<file path="src/rtl/lcd_msg_arbiter_pkg.sv">
// Shared constants, FSM encoding and index helper for the LCD message arbiter.
package lcd_msg_arbiter_pkg;

    localparam int LCD_LINE_W = 128;

    // Sixteen ASCII spaces: what the panel shows when nothing is granted.
    localparam logic [LCD_LINE_W-1:0] BLANK_LINE = {16{8'h20}};

    typedef enum logic [1:0] {
        S_IDLE = 2'd0,
        S_LOAD = 2'd1,
        S_HOLD = 2'd2
    } arb_state_t;

    // (a + b) mod n for a, b < n <= 8, without a divider.
    function automatic logic [2:0] wrap_add(input logic [2:0] a, input logic [2:0] b, input int n);
        logic [3:0] s;
        s = {1'b0, a} + {1'b0, b};
        if (s >= 4'(n)) begin
            s = s - 4'(n);
        end
        return s[2:0];
    endfunction

endpackage

</file>
<file path="src/rtl/lcd_msg_arbiter_rr_pick.sv">
// Round-robin picker: first set request at or after ptr, wrapping modulo N.
module lcd_msg_arbiter_rr_pick
    import lcd_msg_arbiter_pkg::*;
#(
    parameter int N = 4
) (
    input  logic [N-1:0] req,
    input  logic [2:0]   ptr,
    output logic [2:0]   idx,
    output logic         any
);

    logic [7:0]   req_pad;
    logic [N-1:0] rot;
    logic [2:0]   off;
    logic         found;

    assign req_pad = 8'(req);

    // Rotate so that bit 0 of rot is the request at position ptr.
    always_comb begin
        rot = '0;
        for (int i = 0; i < N; i++) begin
            rot[i] = req_pad[wrap_add(ptr, 3'(i), N)];
        end
    end

    // Priority-encode the rotated vector (lowest offset wins).
    always_comb begin
        off   = '0;
        found = 1'b0;
        for (int i = 0; i < N; i++) begin
            if (!found && rot[i]) begin
                off   = 3'(i);
                found = 1'b1;
            end
        end
    end

    assign idx = wrap_add(ptr, off, N);
    assign any = |req;

endmodule

</file>
<file path="src/rtl/lcd_msg_arbiter.sv">
// Shares one 16x2 LCD between NREQ message sources, round-robin, with a
// minimum dwell time per message. LINE1/LINE2 feed the LCD refresh driver.
//
// Handshake: a source raises req and holds req plus its message stable until
// it sees its ack bit pulse for one cycle; the message is sampled on the LOAD
// edge only, so req may drop once the grant is taken without losing the load.
module lcd_msg_arbiter
    import lcd_msg_arbiter_pkg::*;
#(
    parameter  int NREQ  = 4,
    parameter  int DWELL = 50_000_000,
    localparam int CW    = $clog2(DWELL + 1)
) (
    input  logic                   clk,
    input  logic                   rst_n,
    input  logic [NREQ-1:0]        req,
    input  logic [NREQ*128-1:0]    msg_line1,
    input  logic [NREQ*128-1:0]    msg_line2,
    input  logic                   flush,
    output logic [NREQ-1:0]        ack,
    output logic [2:0]             grant_id,
    output logic                   busy,
    output logic [127:0]           LINE1,
    output logic [127:0]           LINE2,
    output logic [1:0]             state_dbg
);

    arb_state_t      state;
    logic [2:0]      ptr;
    logic [2:0]      sel;
    logic [CW-1:0]   cnt;
    logic [2:0]      pick_idx;
    logic            pick_any;
    logic [127:0]    sel_l1;
    logic [127:0]    sel_l2;

    lcd_msg_arbiter_rr_pick #(.N(NREQ)) u_pick (
        .req (req),
        .ptr (ptr),
        .idx (pick_idx),
        .any (pick_any)
    );

    // NREQ:1 message mux driven by the latched selection.
    always_comb begin
        sel_l1 = msg_line1[127:0];
        sel_l2 = msg_line2[127:0];
        for (int i = 0; i < NREQ; i++) begin
            if (sel == 3'(i)) begin
                sel_l1 = msg_line1[i*LCD_LINE_W +: LCD_LINE_W];
                sel_l2 = msg_line2[i*LCD_LINE_W +: LCD_LINE_W];
            end
        end
    end

    // Arbitration FSM, dwell counter and the registered LCD lines.
    always_ff @(posedge clk or negedge rst_n) begin
        if (!rst_n) begin
            state    <= S_IDLE;
            ptr      <= '0;
            sel      <= '0;
            grant_id <= '0;
            ack      <= '0;
            busy     <= 1'b0;
            cnt      <= '0;
            LINE1    <= BLANK_LINE;
            LINE2    <= BLANK_LINE;
        end else begin
            ack <= '0;
            if (flush) begin
                // ptr and grant_id deliberately survive a flush.
                LINE1 <= BLANK_LINE;
                LINE2 <= BLANK_LINE;
                state <= S_IDLE;
                busy  <= 1'b0;
                cnt   <= '0;
            end else begin
                case (state)
                    S_IDLE: begin
                        if (pick_any) begin
                            sel   <= pick_idx;
                            state <= S_LOAD;
                            busy  <= 1'b1;
                        end
                    end
                    S_LOAD: begin
                        LINE1    <= sel_l1;
                        LINE2    <= sel_l2;
                        ack      <= NREQ'(1) << sel;
                        grant_id <= sel;
                        ptr      <= wrap_add(sel, 3'd1, NREQ);
                        cnt      <= CW'(DWELL - 1);
                        state    <= S_HOLD;
                    end
                    S_HOLD: begin
                        if (cnt == '0) begin
                            state <= S_IDLE;
                            busy  <= 1'b0;
                        end else begin
                            cnt <= cnt - CW'(1);
                        end
                    end
                    default: begin
                        state <= S_IDLE;
                        busy  <= 1'b0;
                    end
                endcase
            end
        end
    end

    assign state_dbg = state;

endmodule

</file>
<file path="config.mk">
export PLATFORM = sky130hd
export DESIGN_NAME = lcd_msg_arbiter
export DESIGN_NICKNAME = d
export VERILOG_FILES = /design/src/rtl/lcd_msg_arbiter_pkg.sv /design/src/rtl/lcd_msg_arbiter_rr_pick.sv /design/src/rtl/lcd_msg_arbiter.sv
export SDC_FILE = /design/constraint.sdc
export NUM_CORES = 1
export LEC_CHECK = 0
export CAP_MARGIN = 20
export CELL_PAD_IN_SITES_DETAIL_PLACEMENT = 0
export CELL_PAD_IN_SITES_GLOBAL_PLACEMENT = 1
export CORE_AREA = 2 2 506 508
export DETAILED_ROUTE_END_ITERATION = 8
export DIE_AREA = 0 0 508 510
export PLACE_DENSITY_LB_ADDON = 0.2
export SYNTH_ARGS = -nofsm -noshare
export SYNTH_HDL_FRONTEND = slang
export SYNTH_HIERARCHICAL = 1
export SYNTH_SLANG_ARGS = --single-unit
export TNS_END_PERCENT = 50
</file>
<file path="constraint.sdc">
create_clock -name clk -period 3.2 [get_ports clk]
set_input_delay 0.8 -clock clk [delete_from_list [all_inputs] [get_ports clk]]
set_output_delay 0.8 -clock clk [all_outputs]
set_load 0.1 [all_outputs]
</file>
==> impl_metrics.yaml, run 1 <==
timing:
  fin_crit_sh_pct: 93.02
  worst_clock_skew_ns: 0.03503
  worst_pin_slew_ns: 0.8098
  setup_viol: 0
  finalCriticalPeriod_ns: 2.977
  slew-limit-headroom_pct: 45.76
  timing.fmax_mhz: 336.0
  finalHoldViolations: 0
  tns_ns: 0
  rsz0062_at_grt: "false"
  slew_violations: 0
critical_path:
  rr_endpoint: "LINE2[1]$_DFFE_PN0P_"
  cp.required_ns: 3.78
  regToRegStartpoint: "sel[1]$_DFFE_PN0P_"
  cp-startpoint: "sel[1]$_DFFE_PN0P_"
  ff2ff_path_depth: 10
  r2r_slack_ns: 0.22
  end_kind: "flip-flop"
  cp_max_fo: 38
  slowest_delay_ns: 0.69
  critPathKind: "flip-flop to flip-flop"
  path_buf_inv: 4
  cp-endpoint: "LINE2[1]$_DFFE_PN0P_"
  path_depth: 10
  path_cells: "inv_1 > ha_1 > nand2b_4 > buf_4 > buf_12 > nand2_1 > a311oi_1 > buf_4 > a21oi_1 > o21ai_0"
  slowest_stage: "a311oi_1"
  critical-path-top-delay-family: "compound AO/OA/AOI/OAI gates"
  cp-start-kind: "flip-flop"
  worstPathArrival_ns: 3.56
  crit_top_cell: "buf_4"
clock_tree:
  clockBufferDepth: 3
  cts_hold_buf: 0
  post_cts_buffers: 0
  clock-root-buffer: "clkbuf_16"
  h-tree-depth: 2
  numCtsBuffers: 46
  tritoncts: "yes"
  clk_pin_slew_ns: 0.07
  cts_sinks: 298
  cts_resized: 0
  clk_latency_ns: 0.66
run_status:
  status: "completed"
synthesis:
  yosysSeqAreaShare_pct: 40.43
  synth_async_sr_flop_share_pct: 100.0
  synthFlopType: "dfrtp_1"
  ys_ff_latch: 298
  syn_area_um2: 18550
  synthCells: 2556
  yosysUniqueCellTypes: 59
  synth_edf_count: 0
  synth_fp_nets: 3598
  ys_warn_count: 6
  avgSynthCellArea_um2: 7.256
route:
  wirelength_um: 196500
  drtPass1Iterations: 5
  viasPerCell: 3.497
  num_vias: 25377
  routedWlPerCell_um: 27.07
  ant_nets: 0
  drc: 0
  drt_iter0_markers: 1229
global_routing:
  grt_max_degree: 70
  track_usage_pct: 14.48
  grt_pass1_vias: 26345
  grt_pass1_wl_um: 253800
  gr-total-overflow: 0
  antenna_found_initial: 168
floorplanning:
  rows: 185
  io-pin-count: 1297
  die-width_um: 508
  core-area_um2: 253500
  design.die.area_um2: 259100
  start_util_pct: 7.317
  die_y_um: 510
cells_and_area:
  multiInputGateArea_um2: 10120
  final_nets: 4870
  fin_area_um2: 37460
  final_cell_count_no_fill: 7257
  fill_cells: 29134
  drive_gt1_share_pct: 14.57
  seq_area_um2: 7497
  syn_to_final_growth_pct: 102.0
power:
  p_leak_nw: 14.61
  p_per_area_nw_per_um2: 771.0
  vdd_ir_drop_max_mv: 0.3867
hold_path:
  hp-class: "input pin to async pin"
placed_design:
  io_buffers: 1296
  hpwl_um: 166000
  dp.cells: 7146
  post_dp_cell_area_um2: 35920
  gp_congestion: 0.8245
run:
  maxCapViolCount: 0
==> per-stage QoR <==
stage / total power, W / setup slack [ns] / util, % / hold WS, ns
global placement: 0.02408 / 0.003409 / 14.17 / 0.4649
finish: 0.02889 / 0.2234 / 14.78 / 0.08571
floorplan: 0.01591 / 0.4452 / - / 0.5015
detailed placement: 0.02404 / 0.04500 / 14.17 / 0.4715
CTS: 0.02964 / 0.1091 / 14.75 / 0.03026
global route: 0.03078 / 0.04760 / 14.76 / 0.05968
==> cell families (layout without fill, tap and decap cells) <==
family | after synthesis | count (layout) | share of synthesized area [%]
multiplexers | 9 | 9 | 0.5600
flip-flops | 298 | 298 | 40.43
buffers and inverters | 259 | 1567 | 5.296
AO/OA/AOI/OAI | 837 | 837 | 28.53
adder cells (fa/ha/maj) | 11 | 11 | 0.7826
other | 0 | 27 | 0
XOR/XNOR | 2 | 2 | 0.09447
AND/OR/NAND/NOR | 1140 | 1140 | 24.32
==> synthesized netlist by cell type (all sizes together) (4+ instances only) <==
cell | count | area (um^2)
a211oi | 4 | 30.03
a21oi | 301 | 1506
a221oi | 4 | 47.55
a311oi | 263 | 2303
a31o | 5 | 43.80
a31oi | 5 | 37.53
and3 | 4 | 25.02
buf | 11 | 48.80
clkbuf | 233 | 877.1
dfrtp | 266 | 6656
dfstp | 32 | 840.8
ha | 10 | 125.1
inv | 15 | 56.30
mux2i | 7 | 70.07
nand2 | 767 | 2879
nand2b | 6 | 37.54
nand3 | 7 | 40.04
nand4 | 4 | 25.02
nor2 | 306 | 1149
nor3 | 9 | 56.31
nor4 | 11 | 90.08
nor4b | 4 | 47.55
o21ai | 241 | 1206
or3 | 4 | 25.02
or4 | 5 | 37.54
==> area by class of cell <==
| class | count | share of cell area (%) |
|---|---|---|
| multi-input combinational | 1999 | 27.01 |
| timing repair buffer | 1468 | 37.47 |
| clock inverter | 13 | 0.3139 |
| antenna | 27 | 0.1803 |
| tap | 3366 | 11.24 |
| sequential | 298 | 20.01 |
| inverter | 15 | 0.1503 |
| clock buffer | 71 | 3.620 |
==> how the worst min path moves through the flow <==
| stage | startpoint | endpoint | slack, ns | cells after the start |
|---|---|---|---|---|
| 3_5_place_dp | LINE2[12]$_DFFE_PN0P_ | LINE2[12]$_DFFE_PN0P_ | 0.47 | 2 |
| 5_1_grt | rst_n | grant_id[0]$_DFFE_PN0P_ | 0.06 | 1 |
| 6_report | rst_n | grant_id[0]$_DFFE_PN0P_ | 0.09 | 1 |
| 3_3_place_gp | LINE2[92]$_DFFE_PN0P_ | LINE2[92]$_DFFE_PN0P_ | 0.46 | 2 |
| 4_1_cts | rst_n | grant_id[0]$_DFFE_PN0P_ | 0.03 | 1 |
| 2_1_floorplan | rst_n | LINE1[0]$_DFFE_PN0P_ | 0.50 | 0 |
==> layer usage <==
metal	up-vias	track usage (%)	wire (um)
met5	-	0	537
met4	80	2.811	3897
met3	293	5.652	18840
met2	1195	24.61	93380
met1	12193	17.21	79800
li1	11616	-	-
==> cells in the final DEF (no fill, tap or decap), types with 6 or more instances in the layout <==
cell / n
dfrtp_1: 266
o21ai_0: 239
clkbuf_8: 9
nand2_1: 766
mux2i_1: 7
clkbuf_16: 47
inv_1: 15
clkinv_2: 7
dfstp_2: 32
a311oi_1: 263
buf_4: 402
clkbuf_1: 15
nor4_1: 9
ha_1: 9
a21oi_1: 301
clkdlybuf4s50_1: 1029
buf_12: 35
nor3_1: 8
diode_2: 27
nor2_1: 304
nand3_1: 6
==> sequential cells by signal (all words and copies together) (netlist names) <==
name       flops
LINE1        128
LINE2        128
ack            4
busy           1
cnt           26
grant_id       3
ptr            3
sel            3
state_dbg      2
==> report_power, final <==
group          total [W]  internal [W]  switching (W)  leakage, nW
sequential       0.00504       0.00454       0.000500         3.94
clock            0.00529       0.00299        0.00230        0.722
combinational     0.0186       0.00559         0.0130         9.95
total             0.0289        0.0131         0.0158         14.6
Power figures use the tool's default switching activity.
==> run 2, diff against run 1 <==
--- a/config.mk
+++ b/config.mk
@@ -6,14 +6,12 @@
 export NUM_CORES = 1
 export LEC_CHECK = 0
 export CAP_MARGIN = 20
-export CELL_PAD_IN_SITES_DETAIL_PLACEMENT = 0
-export CELL_PAD_IN_SITES_GLOBAL_PLACEMENT = 1
-export CORE_AREA = 2 2 506 508
+export CORE_AREA = 2 2 508 510
 export DETAILED_ROUTE_END_ITERATION = 8
-export DIE_AREA = 0 0 508 510
+export DIE_AREA = 0 0 510 512
+export MAX_ROUTING_LAYER = met4
 export PLACE_DENSITY_LB_ADDON = 0.2
 export SYNTH_ARGS = -nofsm -noshare
 export SYNTH_HDL_FRONTEND = slang
-export SYNTH_HIERARCHICAL = 1
 export SYNTH_SLANG_ARGS = --single-unit
 export TNS_END_PERCENT = 50
==> run 2 against run 1 <==
  * Sequential power is 3% higher
  * Combinational power grew 13%
  * Die area up 0.79%
  * Fmax increased by 2.9%
  * Clock skew decreased by 0.017 ns
  * Area after synthesis rose by 0.25%
  * Non-clock buffer count grew 13
  * First-iteration DRC count grew 51%
  * Sequential share of layout area fell by 0.14 points
  * Utilization barely moved
  * Critical path depth fell by 1
==> impl_metrics.yaml, run 2 <==
clock_tree:
  h-tree-depth: 2
  cts_hold_buf: 0
  cts_resized: 0
  clk_pin_slew_ns: 0.06
  clockBufferDepth: 3
  clk_latency_ns: 0.65
  clock-root-buffer: "clkbuf_16"
  cts_sinks: 298
  post_cts_buffers: 0
  tritoncts: "yes"
  numCtsBuffers: 47
cells_and_area:
  drive_gt1_share_pct: 14.92
  final_util_pct: 14.75
  syn_to_final_growth_pct: 102.9
  final_common_cell: "clkdlybuf4s50_1"
  final_cell_mix: "1,029 x clkdlybuf4s50_1, 762 x nand2_1, 420 x buf_4"
  final_cell_count_no_fill: 7311
  final_nets: 4898
  reg_top3: "LINE1 x128, LINE2 x128, cnt x26"
placed_design:
  hpwl_um: 153500
  gp_congestion: 0.9135
  io_buffers: 1296
  dp.cells: 7190
critical_path:
  end_kind: "flip-flop"
  worstPathArrival_ns: 3.46
  slowest_stage: "a311oi_1"
  cp.required_ns: 3.76
  path_buf_inv: 3
  cp_max_fo: 33
  slowest_delay_ns: 0.48
  path_cells: "inv_1 > ha_1 > nor2b_4 > buf_12 > buf_4 > nand2_1 > a311oi_1 > a21oi_1 > o21ai_0"
  cp-start-kind: "flip-flop"
  critical-path-top-delay-family: "compound AO/OA/AOI/OAI gates"
  critPathKind: "flip-flop to flip-flop"
route:
  drtPass1Iterations: 5
  wirelength_um: 181400
  drt_iter0_markers: 1859
  ant_nets: 0
  num_vias: 25562
  routedWlPerCell_um: 24.81
  viasPerCell: 3.496
  drc: 0
timing:
  worst_pin_slew_ns: 0.7677
  worst_clock_skew_ns: 0.01848
  finalCriticalPeriod_ns: 2.893
  holdWs_ns: 0.1228
  rsz0062_at_grt: "false"
  timing.fmax_mhz: 345.6
  finalHoldViolations: 0
  fin_crit_sh_pct: 90.41
  setup_viol: 0
  slew-limit-headroom_pct: 48.47
  slew_violations: 0
synthesis:
  avgSynthCellArea_um2: 7.237
  yosysSeqAreaShare_pct: 40.33
  synth.top_cell.area_share_pct: 35.80
  synth_area_leaders: "dfrtp_1 36%, nand2_1 15%, a311oi_1 12%"
  synth_fp_nets: 3612
  synth_common_cells: "762 x nand2_1, 311 x nor2_1, 300 x a21oi_1"
  synthCells: 2569
  synth_most_common_cell: "nand2_1"
  synth_async_sr_flop_share_pct: 100.0
  synth_edf_count: 0
  ys_ff_latch: 298
  syn_area_um2: 18590
  yosysUniqueCellTypes: 55
  synth_top_area_cell: "dfrtp_1"
  synthFlopType: "dfrtp_1"
  ys_warn_count: 0
power:
  vdd_ir_drop_max_mv: 0.4473
  p_leak_nw: 14.74
  p_per_area_nw_per_um2: 845.8
run_status:
  status: "completed"
floorplanning:
  die_y_um: 512
  io-pin-count: 1297
  design.die.area_um2: 261100
  rows: 186
  core-area_um2: 255800
  start_util_pct: 7.269
  die-width_um: 510
run:
  maxCapViolCount: 0
global_routing:
  grt.busiest_layer: "met2"
  grt_pass1_vias: 25897
  gr-total-overflow: 0
  grt_max_degree: 70
  use_met2_pct: 21.59
  antenna_found_initial: 72
  grt_pass1_wl_um: 235200
  gr-usage-met1_pct: 17.15
  track_usage_pct: 13.55
  use_met3_pct: 3.426
hold_path:
  hp-class: "input pin to async pin"
[run 2: cell count changes in the layout (fill, tap and decap cells not counted), sizes merged, moves of 5 or more]
cell	change
buf	+13
nand2	-5
or3	+6
nor4	-5
nor2	+5
a311oi	-7
diode	+7
o31ai	+6
nand3	+5
[run 2: area by class of cell]
cell class / instances / area, um^2
inverter: 14 / 52.55
sequential: 298 / 7497
clock inverter: 18 / 220.2
multi-input combinational: 2013 / 10200
fill: 29264 / 218000
clock buffer: 69 / 1400
timing repair buffer: 1481 / 14040
tap: 3384 / 4234
antenna: 34 / 85.08
[run 2: cells by family after synthesis]
group / synth area share (%)
compound gates: 28.93
fa+ha+maj: 0.8480
buf+inv: 5.256
simple gates: 24.02
flops: 40.33
mux: 0.6259
[run 2: final timing paths]
| kind | start | end | slack, ns | depth (start not counted) |
|---|---|---|---|---|
| worst max-delay path | sel[1]$_DFFE_PN0P_ | LINE2[88]$_DFFE_PN0P_ | 0.31 | 9 |
| worst min-delay path | rst_n | LINE2[52]$_DFFE_PN0P_ | 0.12 | 1 |
| worst max register to register | sel[1]$_DFFE_PN0P_ | LINE2[88]$_DFFE_PN0P_ | 0.31 | 9 |
| worst min register to register | LINE1[88]$_DFFE_PN0P_ | LINE1[88]$_DFFE_PN0P_ | 0.48 | 2 |
| max in group asynchronous | rst_n | LINE1[68]$_DFFE_PN0P_ | 2.16 | 2 |
| min in group clk | LINE1[88]$_DFFE_PN0P_ | LINE1[88]$_DFFE_PN0P_ | 0.48 | 2 |
[run 2: power by group]
group          internal (W)  switching (W)  leakage (nW)
registers           0.00462       0.000575          3.94
clock network       0.00329        0.00229         0.793
logic               0.00608         0.0151          10.0
total                0.0140         0.0179          14.7
[run 2: through the flow]
stage	setup WS, ns	area (um^2)	total power (W)	setup TNS (ns)
2_1_floorplan	0.3152	18590	0.01717	0
3_3_place_gp	-0.2307	36020	0.02675	-0.3549
3_5_place_dp	-0.1013	36020	0.02667	-0.1625
4_1_cts	0.3013	37640	0.03252	0
5_1_grt	0.1564	37720	0.03370	0
6_report	0.3068	37730	0.03191	0
[run 2: per-layer routing]
layer	vias to the layer above	part of all wire [%]
met2	1302	46
met3	146	8.0
li1	11718	-
met4	0	2.0
met5	-	0
met1	12396	44
==> run 3, diff against run 2 <==
--- a/config.mk
+++ b/config.mk
@@ -9,6 +9,7 @@
 export CORE_AREA = 2 2 508 510
 export DETAILED_ROUTE_END_ITERATION = 8
 export DIE_AREA = 0 0 510 512
+export GPL_TIMING_DRIVEN = 0
 export MAX_ROUTING_LAYER = met4
 export PLACE_DENSITY_LB_ADDON = 0.2
 export SYNTH_ARGS = -nofsm -noshare
==> run 3 against run 2 <==
  * Power rose by 7.8%
  * First-iteration DRC count rose by 7.2%
  * Non-clock buffer count rose by 105
  * Critical path type unchanged
  * Critical path depth did not move
==> impl_metrics.yaml, run 3 (synthesis gave the netlist of run 2 again) <==
run_status:
  status: "completed"
critical_path:
  critical-path-top-delay-family: "buffers and inverters"
  end_kind: "flip-flop"
  r2r_slack_ns: 0.001
  slowest_delay_ns: 0.54
  cp.required_ns: 3.77
  ff2ff_path_depth: 9
  worstPathArrival_ns: 3.77
  critPathKind: "flip-flop to flip-flop"
  slowest_stage: "clkbuf_1"
  cp_max_fo: 10
  path_cells: "inv_1 > ha_1 > nand2b_4 > clkbuf_4 > clkbuf_1 > nor2_1 > a311oi_1 > a21oi_1 > o21ai_0"
  rr_endpoint: "LINE2[91]$_DFFE_PN0P_"
  cp-start-kind: "flip-flop"
  regToRegStartpoint: "sel[0]$_DFFE_PN0P_"
  path_buf_inv: 3
clock_tree:
  clock-root-buffer: "clkbuf_16"
  clockBufferDepth: 3
  numCtsBuffers: 50
  h-tree-depth: 2
  clk_latency_ns: 0.67
  clk_pin_slew_ns: 0.06
  cts_sinks: 298
  tritoncts: "yes"
  post_cts_buffers: 0
cells_and_area:
  seq_area_um2: 7497
  final_cell_count_no_fill: 7462
  fill_cells: 29207
  drive_gt1_share_pct: 7.873
  reg_top3: "LINE1 x128, LINE2 x128, cnt x26"
  fin_area_um2: 38910
  final_nets: 5006
  syn_to_final_growth_pct: 109.3
  multiInputGateArea_um2: 10350
  final_cell_mix: "1,254 x clkdlybuf4s50_1, 760 x nand2_1, 311 x nor2_1"
  final_common_cell: "clkdlybuf4s50_1"
route:
  ant_nets: 0
  num_vias: 27123
  drc: 0
  viasPerCell: 3.635
  drt_iter0_markers: 1992
  routedWlPerCell_um: 30.54
  wirelength_um: 227900
  drtPass1Iterations: 7
power:
  p_int_w: 0.01414
  p_switching_w: 0.02026
  p_total_w: 0.03440
  p_leak_nw: 14.31
  combPwrFrac_pct: 68.3
  p_per_area_nw_per_um2: 884.2
  switching_share_pct: 58.89
  p_clk_share_pct: 16.6
  vdd_ir_drop_max_mv: 0.3825
  p_seq_share_pct: 15.1
timing:
  setup_viol: 0
  slew_violations: 0
  timing.fmax_mhz: 312.6
  fin_crit_sh_pct: 99.96
  finalCriticalPeriod_ns: 3.199
  tns_ns: 0
  slew-limit-headroom_pct: 21.41
  finalHoldViolations: 0
  rsz0062_at_grt: "true"
  worst_pin_slew_ns: 1.175
  worst_clock_skew_ns: 0.01465
  holdWs_ns: 0.4782
floorplanning:
  die_y_um: 512
  design.die.area_um2: 261100
  die-width_um: 510
  core-area_um2: 255800
  rows: 186
  start_util_pct: 7.269
  io-pin-count: 1297
global_routing:
  track_usage_pct: 17.19
  grt_pass1_wl_um: 288800
  grt_max_degree: 94
  gr-total-overflow: 0
  antenna_found_initial: 123
  grt_pass1_vias: 28033
hold_path:
  hold_path_depth: 2
  min_to: "LINE1[70]$_DFFE_PN0P_"
  hp-class: "flip-flop to flip-flop"
  hp-start: "LINE1[70]$_DFFE_PN0P_"
placed_design:
  io_buffers: 1295
  gp_congestion: 0.9497
  hpwl_um: 195500
  post_dp_cell_area_um2: 36740
  dp.cells: 7297
run:
  maxCapViolCount: 0
-- run 3: how the worst max path moves through the flow --
stage          slack, ns               endpoint  depth (start not counted)          startpoint
2_1_floorplan       0.32     sel[1]$_DFFE_PN0P_                         11  ptr[0]$_DFFE_PN0P_
3_5_place_dp       -1.42  LINE2[61]$_DFFE_PN1P_                          9  sel[0]$_DFFE_PN0P_
4_1_cts            0.004                   busy                          1    busy$_DFFE_PN0P_
6_report           0.001  LINE2[91]$_DFFE_PN0P_                          9  sel[0]$_DFFE_PN0P_
5_1_grt            -0.04  LINE1[36]$_DFFE_PN0P_                          8  sel[2]$_DFFE_PN0P_
3_3_place_gp      -15.48  LINE1[36]$_DFFE_PN0P_                          1               rst_n
-- run 3: final cells by class --
type | count | area share [%]
clock inverter | 18 | 0.5274
tap | 3384 | 10.88
antenna | 77 | 0.4952
sequential | 298 | 19.27
clock buffer | 72 | 3.685
buffer | 241 | 2.817
timing repair buffer | 1345 | 35.59
inverter | 14 | 0.1351
multi-input combinational | 2013 | 26.60
-- run 3: worst min-delay path, cell delays in order, from the launching register on --
cell and delay, ns:
dfrtp_1 0.34, nand2_1 0.05, o21ai_0 0.06
-- run 3: what timing repair did --
| item | in CTS | in global routing |
|---|---|---|
| pin swaps | 1 | 1 |
| setup endpoints to repair | 309 | 89 |
| hold endpoints to repair | 9 | 0 |
| hold buffers | 1 | 0 |
| resized for setup | 156 | 51 |
-- run 3: power by group through the flow --
| stage | sequential [W] | clock (W) | combinational (W) |
|---|---|---|---|
| 6_report | 0.00520 | 0.00572 | 0.0235 |
| 5_1_grt | 0.00530 | 0.00608 | 0.0246 |
| 4_1_cts | 0.00520 | 0.00598 | 0.0236 |
| 3_5_place_dp | 0.00524 | 0 | 0.0233 |
| 3_3_place_gp | 0.00524 | 0 | 0.0228 |
| 2_1_floorplan | 0.0104 | 0 | 0.00678 |
-- run 3: metrics by stage --
| stage | utilization (%) | setup slack (ns) |
|---|---|---|
| final | 15.21 | 0.001282 |
| after global routing | 15.20 | -0.04108 |
| after CTS | 15.11 | 0.004401 |
| after detailed placement | 14.37 | -1.420 |
| after global placement | 13.99 | -15.48 |
| after floorplan | - | 0.3152 |
-- run 3: routing by layer --
| layer | GRT usage (%) | vias up | routed length [um] |
|---|---|---|---|
| li1 | - | 12018 | - |
| met2 | 26.98 | 1449 | 104400 |
| met5 | - | - | 0 |
| met3 | 5.301 | 235 | 20810 |
| met1 | 21.00 | 13421 | 96790 |
| met4 | 5.040 | 0 | 5902 |
==> edit, RTL diff (settings of run 3) <==
The parameter `DWELL` goes from 50_000_000 to 100_000_000.
--- a/src/rtl/lcd_msg_arbiter.sv
+++ b/src/rtl/lcd_msg_arbiter.sv
@@ -8,7 +8,7 @@
     import lcd_msg_arbiter_pkg::*;
 #(
     parameter  int NREQ  = 4,
-    parameter  int DWELL = 50_000_000,
+    parameter  int DWELL = 100_000_000,
     localparam int CW    = $clog2(DWELL + 1)
 ) (
     input  logic                   clk,
Check against the original RTL: not settled (the Yosys comparison gave no result); the edit may change what the design does.
==> edit against run 3 <==
  * Synthesized cell count up 0.19%
  * Largest cell class unchanged
  * Highest routed layer unchanged
  * Power down 3.8%
  * Wire length up 0.32%
  * Fmax up 1.8%
  * Final cell count up 0.13%
  * Area after synthesis down 0.36%
  * Sequential cell count up 1
  * Global-route usage up 0.085 points
  * Combinational power down 5%
  * Sequential share of layout area up 0.31 points
  * Cell area down 1.2%
  * Setup slack better by 0.056 ns
  * Clock skew up 0.016 ns
==> edit: results (changes against run 3) <==
.. list-table::
   :header-rows: 1

   * - Metric
     - Value
   * - Result of the run
     - finished, final reports clean
   * - Worst hold path type
     - in -> async
   * - Number of global-route vias before repair
     - 27,800 (-0.84%)
   * - Dominant cells by area after synthesis
     - dfrtp_1 (36%), nand2_1 (16%), a311oi_1 (12%), a21oi_1 (8.3%), o21ai_0 (6.9%)
   * - Delay of the slowest cell on the worst path
     - 0.69 ns (+0.15 ns)
   * - Fraction of the mapped netlist area in adder cells
     - 0.008511 (+0.00003093)
   * - Last weighted congestion value of the routability-driven placer
     - 0.9310 (-2.0%)
   * - Arrival time at the worst endpoint
     - 3.65 ns (-0.12 ns)
   * - Yosys synthesis warning count
     - 0 (unchanged)
   * - Pin count of the biggest net entering global routing
     - 92 (-2.1%)
   * - # setup viols final
     - 0 (unchanged)
   * - Clock transition at the registers of the reported paths
     - 0.07 ns
   * - Half-perimeter wire length after detailed placement
     - 197,900 um (+1.2%)
   * - Number of vias per cell after detailed routing
     - 3.584 (-1.4%)
   * - Count of cell types in the netlist
     - 53 (-3.6%)
   * - Quantity of I/O buffers inserted on ports
     - 1,296 (+0.077%)
   * - Multiplexer share of the synthesized area
     - 0.004120 (-0.002139)
   * - Static Leakage
     - 14.20 nW (-0.80%)
   * - Async SR Flop Fraction
     - 1.000 (unchanged)
   * - Maximum fanout along the worst path
     - 10 (unchanged)
   * - Total Routing Usage GR
     - 0.1728 (+0.0008452)
   * - Initial antenna violation count
     - 155 (+26%)
   * - Number of DRC markers in iteration 0
     - 1,860 (-6.6%)
   * - Worst setup skew after layout
     - 0.03066 ns (+0.01601 ns)
   * - Worst skew pair latency
     - 0.67 ns (about the same)
   * - Syn_nets
     - 3,617 (+0.14%)
   * - Detailed-routing iteration count for the pre-antenna-repair pass
     - 7 (unchanged)
   * - Fraction of the yosys area taken by sequential cells
     - 0.4061 (+0.002822)
   * - Compound-Gate Fraction of Synth Area
     - 0.2878 (-0.001444)
   * - Largest family of logic cells by synthesized area
     - compound AO/OA/AOI/OAI gates
   * - Post-layout nets
     - 4,999 (-0.14%)
   * - Standard cell with the maximum stage delay on the critical path
     - clkdlybuf4s50_1
   * - Largest registers
     - LINE1: 128 flops, LINE2: 128 flops, cnt: 27 flops
   * - Number of buffers inserted during clock tree synthesis
     - 47 (-6.0%)
   * - Normalized max-slew margin
     - 0.2142 (about the same)
   * - Worst-case vdd ir drop
     - 0.3776 mV (-1.3%)
   * - Worst slack after detailed placement
     - -1.305 ns (+0.1151 ns)
   * - Top FF cell, synth
     - dfrtp_1
   * - # H-tree levels
     - 2 (unchanged)
   * - Share of post-route cells with drive strength above 1
     - 0.06835 (-0.01038)
   * - Total wire length
     - 228,600 um (+0.32%)
   * - Global-route wire length before repair
     - 287,700 um (-0.36%)
   * - Synthesized-area fraction occupied by xor and xnor cells
     - 0 (unchanged)
   * - Leading post-synthesis cells by instance count
     - nand2_1 (771), nor2_1 (319), a21oi_1 (307)
   * - Number of buffers on the longest clock path
     - 3 (unchanged)
   * - Delay-heaviest family, CP
     - buffers and inverters
[edit: metal layers]
layer | vias to the layer above | track usage | part of all wire
met1 | 13140 | 0.1902 | 0.40
met2 | 1401 | 0.2898 | 0.49
met3 | 242 | 0.06115 | 0.088
met5 | - | - | 0
met4 | 0 | 0.05301 | 0.030
li1 | 12000 | - | -
[edit: timing repair]
action | 4_1_cts | 5_1_grt
pin swaps | 1 | 0
endpoints found under the setup margin | 309 | 69
setup buffers | 4 | 0
gates resized for setup | 122 | 58
hold buffers | 0 | 0
[edit: layout make-up]
class | count | area [um^2]
flip-flops and latches | 299 | 7523
repair buffers | 1335 | 13550
fillers | 29250 | 217300
diodes | 94 | 235.2
clock inverters | 20 | 210.2
clock buffers | 67 | 1353
multi-input cells | 2020 | 10180
inverters | 15 | 56.30
well taps | 3384 | 4234
plain buffers | 238 | 1082
[edit: power breakdown]
group          internal, W  switching [W]
clock network      0.00312        0.00238
registers          0.00464       0.000595
logic              0.00600         0.0164
[edit: logic make-up (layout without fill, tap and decap cells)]
family | count (synthesis) | in the layout
mux | 5 | 5
simple gates | 1150 | 1150
flops | 299 | 299
compound gates | 853 | 853
other cells | 0 | 94
buf+inv | 255 | 1675
fa+ha+maj | 12 | 12
[edit: final timing paths]
kind | from | to | slack (ns) | cells past startpoint
setup / recovery | flush | LINE1[113] | 0.06 | 6
hold reg to reg | LINE1[98] | LINE1[98] | 0.47 | 2
hold / removal | rst_n | ptr[2] | 0.08 | 1
max in group asynchronous | rst_n | LINE1[84] | 1.64 | 3
setup reg to reg | sel[0] | LINE1[19] | 0.08 | 9
min in group clk | LINE1[98] | LINE1[98] | 0.47 | 2
[edit: through the flow]
step,area [um^2],utilization,cells
6_report,38420,0.1502,7472
5_1_grt,38410,0.1502,7465
4_1_cts,38130,0.1491,7379
3_5_place_dp,36390,0.1423,7289
3_3_place_gp,35730,0.1397,7254
2_1_floorplan,18520,-,2574
